`src/rtl/pwm_drive.sv`:
```
// Sign/magnitude H-bridge PWM driver fed by the PID command.
// One command latch per period; dead time on every activation and direction change.
module pwm_drive #(
  parameter int unsigned D_WIDTH  = 16,
  parameter int unsigned PERIOD   = 100,
  parameter int unsigned DEADTIME = 4
) (
  input  logic               clock,
  input  logic               reset,
  input  logic               enable,
  input  logic [D_WIDTH-1:0] cmd,
  output logic               pwm_a,
  output logic               pwm_b,
  output logic               dir,
  output logic               dead_active,
  output logic               period_start
);

  localparam int unsigned CW = (PERIOD > 1) ? $clog2(PERIOD) : 1;
  localparam int unsigned MW = $clog2(PERIOD + 1);
  localparam int unsigned DW = (DEADTIME > 1) ? $clog2(DEADTIME) : 1;

  localparam logic [CW-1:0] CntLast  = CW'(PERIOD - 1);
  localparam logic [MW-1:0] MagMax   = MW'(PERIOD);
  localparam logic [DW-1:0] DeadLast = (DEADTIME > 0) ? DW'(DEADTIME - 1) : '0;

  localparam logic [1:0] StIdle = 2'd0;
  localparam logic [1:0] StFwd  = 2'd1;
  localparam logic [1:0] StRev  = 2'd2;
  localparam logic [1:0] StDead = 2'd3;

  logic [CW-1:0] cnt_q, cnt_d;
  logic [1:0]    state_q, state_d;
  logic [MW-1:0] mag_q, mag_d;
  logic          dir_q, dir_d;
  logic          pend_q, pend_d;
  logic [DW-1:0] dead_cnt_q, dead_cnt_d;
  logic          period_start_q;

  logic             boundary;
  logic [D_WIDTH:0] cmd_ext;
  logic [D_WIDTH:0] cmd_abs;
  logic [MW-1:0]    mag_new;
  logic             new_dir;
  logic             mag_nz;
  logic             start_move;

  assign boundary = (cnt_q == CntLast);
  assign new_dir  = cmd[D_WIDTH-1];

  // One extra bit so the most negative command has a representable magnitude.
  assign cmd_ext = {cmd[D_WIDTH-1], cmd};

  always_comb begin
    cmd_abs = new_dir ? -cmd_ext : cmd_ext;
    if (32'(cmd_abs) > PERIOD) begin
      mag_new = MagMax;
    end else begin
      mag_new = MW'(cmd_abs);
    end
  end

  assign mag_nz = (mag_new != '0);
  assign cnt_d  = boundary ? '0 : cnt_q + CW'(1);
  assign mag_d  = boundary ? mag_new : mag_q;

  always_comb begin
    state_d    = state_q;
    dir_d      = dir_q;
    pend_d     = pend_q;
    dead_cnt_d = dead_cnt_q;
    start_move = 1'b0;
    if (!enable) begin
      state_d = StIdle;
    end else begin
      unique case (state_q)
        StIdle: start_move = boundary && mag_nz;
        StFwd, StRev: start_move = boundary && mag_nz && (new_dir != dir_q);
        StDead: begin
          // A reversal during dead time restarts the full dead interval.
          if (boundary && mag_nz && (new_dir != pend_q)) begin
            start_move = 1'b1;
          end else if (dead_cnt_q == DeadLast) begin
            state_d = pend_q ? StRev : StFwd;
            dir_d   = pend_q;
          end else begin
            dead_cnt_d = dead_cnt_q + DW'(1);
          end
        end
        default: state_d = StIdle;
      endcase
    end
    if (start_move) begin
      if (DEADTIME > 0) begin
        state_d    = StDead;
        pend_d     = new_dir;
        dead_cnt_d = '0;
      end else begin
        state_d = new_dir ? StRev : StFwd;
        dir_d   = new_dir;
      end
    end
  end

  always_ff @(posedge clock) begin
    if (reset) begin
      cnt_q          <= '0;
      state_q        <= StIdle;
      mag_q          <= '0;
      dir_q          <= 1'b0;
      pend_q         <= 1'b0;
      dead_cnt_q     <= '0;
      period_start_q <= 1'b0;
    end else begin
      cnt_q          <= cnt_d;
      state_q        <= state_d;
      mag_q          <= mag_d;
      dir_q          <= dir_d;
      pend_q         <= pend_d;
      dead_cnt_q     <= dead_cnt_d;
      period_start_q <= boundary;
    end
  end

  // The compare runs off the free counter, so on-time lost to dead time is not recovered.
  assign pwm_a        = (state_q == StFwd) && (MW'(cnt_q) < mag_q);
  assign pwm_b        = (state_q == StRev) && (MW'(cnt_q) < mag_q);
  assign dir          = dir_q;
  assign dead_active  = (state_q == StDead);
  assign period_start = period_start_q;

endmodule

```
`config.mk`:
```
export PLATFORM = sky130hd
export DESIGN_NAME = pwm_drive
export DESIGN_NICKNAME = d
export VERILOG_FILES = /design/src/rtl/pwm_drive.sv
export SDC_FILE = /design/constraint.sdc
export NUM_CORES = 1
export LEC_CHECK = 0
export ABC_AREA = 0
export BUFFER_PORTS_ARGS = -buffer_cell sky130_fd_sc_hd__buf_4
export CORE_ASPECT_RATIO = 1.2
export CORE_MARGIN = 2
export CORE_UTILIZATION = 57
export DETAILED_ROUTE_END_ITERATION = 8
export PLACE_DENSITY = 0.76
export SYNTH_ARGS = -nofsm -noshare
export SYNTH_HDL_FRONTEND = slang
export SYNTH_SLANG_ARGS = --single-unit
```
`constraint.sdc`:
```
create_clock -name clock -period 3.7 [get_ports clock]
set_clock_uncertainty 0.1 [all_clocks]
set_input_delay 0.74 -clock clock [delete_from_list [all_inputs] [get_ports clock]]
set_output_delay 0.74 -clock clock [all_outputs]
set_load 0.005 [all_outputs]
```
# Word level (Yosys, flattened, before mapping)
# Cells that the tools add are included.
# Widths: inputs -> output; s select.
# totals
regBits	21
in_bits	19
output_inout_bits	5
wordCells	48
# op_classes
n_addsub	3
n_lt_le_gt_ge	2
n_eq_ne	10
n_mux	11
n_bitwise	2
n_reduce_logical	13
# ops
op	count
$gt 17x7->1 const B	1
$mux 17	1
$neg 17->17	1
$mux 2	6
$reduce_and 4->1	2
$add 7x1->7 const B	1
$eq 7x7->1 const B	1
$lt 7x7->1	1
$mux 7	1
$reduce_bool 7->1	1
$eq 2x2->1 const B	3
$ne 3x1->1 const B	2
$reduce_or 2->1	3
$logic_and 1x1->1	5
$ne 3x3->1 const B	1
$pmux 1 s3	1
$reduce_and 3->1	1
$add 2x1->2 const B	1
$eq 2x1->1 const B	1
$logic_not 2->1	1
$mux 1	2
$ne 1x1->1	2
$not 1->1	2

# Depth between registers and ports, before layout
# depth
word_depth	12
mapped_depth	10
depth_no_buf	10

# Worst setup path after synthesis
# No wires, ideal clock.
# synth_timing
kind	input -> register
start	input port cmd[0]
end	register mag_q[3]
setup_time_ns	0.073
arrival_time_ns	3.191
required_time_ns	3.527
path_slack_ns	0.335
cell_stages	9
n_path_buf	0
cell_sequence	inv_1 ha_1 or3b_2 or4_4 o211ai_2 o311ai_1 or4_4 or3_4 o22ai_2
# synth_via
elab_chain_cells	4
# synth_rtl
item	line_no	rtl
start: declaration	11	input logic [D_WIDTH-1:0] cmd,
$neg 17->17	55	cmd_abs = new_dir ? -cmd_ext : cmd_ext;
$mux 17 (*)	55	
$gt 17x7->1	56	if (32'(cmd_abs) > PERIOD) begin
$mux 7 (*)	56	
end signal: assignment	117	mag_q <= mag_d;
end: declaration	34	logic [MW-1:0] mag_q, mag_d;
# Every way passes the cells marked *; elsewhere a longest branch is shown, timed or not.
# A chain may end at the register's enable or synchronous reset.

# Worst setup path in the final report
# Ends and elaborated chain as after synthesis.

==> qor.yml <==
status: "finished clean"
total_power_uw: 436
worst-path-buf-inv: 3
avgSynthCellArea_um2: 8.25
hold_viol_final: 0
type_of_element_capturing_the_critical_path: "register"
grt_pass1_vias: 1435
area_of_placed_instances_um2: 1860
critical_path.max_fanout: 8
synth_enable_flop_cells: 0
worst_hold_slack_ps: 374
cp_slowest_cell: "sky130_fd_sc_hd__or4_4"
place.detailed.instances: 253
setup_viol: 0
rsz0062_at_grt: "false"
post-dp-hpwl_mm: 2.76
timing.reg2reg.setup_slack_ps: 1580
worstSetupPathType: "input pin to register"
dr_total_vias: 1521
placement_rows: 21
maxSlewHeadroom_pct: 74.3
critical-path-top-cell-by-count: "sky130_fd_sc_hd__buf_4"
post_cts_buffers: 0
ctsHtreeMaxLevel: 1
worst-endpoint-required_ps: 3830
postSynthNetCount: 238
number_of_standard_cells_after_synthesis: 206
report.final.slew_viol_count: 0
timing.critical_path.slowest_cell_delay_ps: 560
globalplace.congestion: 0.795
min_to: "mag_q[0]"
detail_route.drc_violations: 0
grt_start_max_net_pins: 27
core_area_um2: 2810
post_synth_num_cell_types: 56
max_cap_viol_count: 0
number_of_antenna_violations_at_the_first_check_in_global_routing: 0
min_period_ps: 3280
vdd.ir_drop.worst_mv: 0.158
area_growth_from_synthesis_to_layout_pct: 10.8
timing.rr.start: "cnt_q[3]"
p_leak_nw: 0.750
ant_cells: 0
all_layer_global_routing_usage_pct: 23.4
routed_antenna_nets: 0
worst_hold_path.num_cells: 2
crit-reg2reg-capture: "dead_cnt_q[1]"
final_cell_mix: "sky130_fd_sc_hd__buf_4, sky130_fd_sc_hd__dfxtp_1, sky130_fd_sc_hd__inv_1"
dr.first_iter.drc_count: 41
dieArea_um2: 3440
tritoncts: "built"
clock_sinks: 21
clockBufferDepth: 2
vias_per_cell: 5.92
timing.final.crit_share_pct: 88.7
ys_ff_latch: 21
clock_buffers_created_by_tritoncts: 3
crit_path_start_kind: "input pin"
hold_path.startpoint: "mag_q[0]"
synth_seq_area_share_pct: 24.7
clk_pin_slew_worst_paths_ps: 110
routed_wirelength_mm: 3.50
pwr_density_cell_nw_per_um2: 232
route.detailed.wl_per_inst_um: 13.6
boundaryPins: 24
final_cell_count_no_fill: 257
place.port_buffers: 23
fmax_ghz: 0.305
asyncSetResetFlopFracSynth_pct: 0
mostFrequentLayoutCell: "sky130_fd_sc_hd__buf_4"
clock_tree.root_cell: "sky130_fd_sc_hd__clkbuf_4"
remaining_global_route_overflow: 0
post_synth_instance_area_um2: 1700
cts_resized: 0
clkLatencyLatePin_ps: 300
grt_pass1_wl_mm: 6.17
critical_path.cell_chain: "buf_4, inv_1, ha_1, buf_4, or4b_1, a211oi_1, o32a_1, o22ai_1, or4_4, or3_4, o22ai_2"
fp.dieH_um: 63.8
floorplan.initialDensity_pct: 60.4
worstPathArrival_ps: 3410
aggregate_negative_setup_slack_ps: 0
tightest_slew_ps: 385
cts.hold.buffers_added: 0
final_area_um2: 1880
crit_family: "simple AND/OR/NAND/NOR gates"
postSynth.topFlopCell: "sky130_fd_sc_hd__dfxtp_1"
floorplan.die.width_um: 53.8
total_iterations_of_the_first_detailed_routing_run: 6
nets: 256
hp-class: "register to register"
drive_gt1_share_pct: 18.4
yosys_warnings: 0
worst-r2r-cell-count: 5
-- flip-flops by register name (all words and copies together), names as in the netlist --
signal        flops
cnt_q             7
dead_cnt_q        2
dir               1
mag_q             7
pend_q            1
period_start      1
state_q           2
-- kinds of logic after synthesis --
kind of cell,share of synthesized area (%)
compound gates,22.9
xor+xnor,6.19
fa+ha+maj,9.57
buf+inv,8.25
flops,24.7
mux,3.61
simple gates,24.7
-- cells in the mapped netlist (2+ instances only) --
library cell / n / share of area, %
sky130_fd_sc_hd__a221oi_1: 3 / 1.5
sky130_fd_sc_hd__buf_6: 3 / 2.0
sky130_fd_sc_hd__nor2b_1: 4 / 1.5
sky130_fd_sc_hd__nand3_1: 5 / 1.5
sky130_fd_sc_hd__nand2b_1: 7 / 2.6
sky130_fd_sc_hd__o32ai_1: 2 / 1.0
sky130_fd_sc_hd__or2_2: 3 / 1.1
sky130_fd_sc_hd__nand2_1: 9 / 2.0
sky130_fd_sc_hd__o21ai_0: 4 / 1.2
sky130_fd_sc_hd__clkbuf_1: 6 / 1.3
sky130_fd_sc_hd__o22ai_2: 3 / 2.2
sky130_fd_sc_hd__ha_1: 13 / 9.6
sky130_fd_sc_hd__or4_4: 2 / 1.3
sky130_fd_sc_hd__mux2i_1: 5 / 2.9
sky130_fd_sc_hd__o31ai_1: 2 / 0.88
sky130_fd_sc_hd__nor4_1: 6 / 2.2
sky130_fd_sc_hd__nor2_1: 17 / 3.8
sky130_fd_sc_hd__and2_1: 3 / 1.1
sky130_fd_sc_hd__inv_1: 20 / 4.4
sky130_fd_sc_hd__a21o_1: 5 / 2.2
sky130_fd_sc_hd__a21oi_1: 9 / 2.7
sky130_fd_sc_hd__dfxtp_1: 21 / 25
sky130_fd_sc_hd__or3_1: 5 / 1.8
sky130_fd_sc_hd__xor2_1: 8 / 4.1
sky130_fd_sc_hd__xnor2_1: 4 / 2.1
sky130_fd_sc_hd__o211ai_1: 5 / 2.2
sky130_fd_sc_hd__nor3_1: 3 / 0.88
-- where the power goes --
part           internal, mW  switching (mW)  leakage (nW)
clock                0.0420          0.0658        0.0150
combinational        0.0452          0.0510         0.565
sequential            0.229         0.00346         0.170
total                 0.316           0.120         0.750
-- through the flow --
| step | setup slack (ps) | utilization (%) |
|---|---|---|
| 2_1_floorplan | 335 | - |
| 3_3_place_gp | 180 | 66.0 |
| 3_5_place_dp | 128 | 66.0 |
| 4_1_cts | 437 | 67.0 |
| 5_1_grt | 262 | 67.0 |
| 6_report | 417 | 67.0 |
-- per-layer routing --
layer / vias to the layer above / global-route usage, % / wire length, um
met3: 11 / 2.10 / 83
met1: 689 / 28.9 / 1590
met2: 38 / 39.3 / 1720
li1: 783 / - / -
met4: 0 / 10.9 / 104
met5: - / 0 / 0
-- worst register-to-register path: stages, from the launching register on --
cell	delay (ps)
sky130_fd_sc_hd__dfxtp_1	380
sky130_fd_sc_hd__nor4b_1	380
sky130_fd_sc_hd__nand3_1	320
sky130_fd_sc_hd__or3_1	520
sky130_fd_sc_hd__a21oi_1	220
sky130_fd_sc_hd__o32ai_1	100
-- final cells by class --
cell class                 instances  area (um^2)
sequential                        21          420
multi-input combinational        154         1140
clock buffer                       4         26.3
tap                               34         42.5
timing repair buffer              24          180
fill                             251          928
inverter                          20         75.1
-- worst max-delay path by stage --
stage,to,startpoint,cells after the start,slack (ps)
6_report,mag_q[3],cmd[0],11,420
3_3_place_gp,mag_q[3],cmd[0],10,180
5_1_grt,state_q[0],cmd[0],12,260
4_1_cts,mag_q[3],cmd[0],10,440
3_5_place_dp,mag_q[3],cmd[0],10,130
2_1_floorplan,mag_q[3],cmd[0],9,340
(Power assumes the default switching activity.)
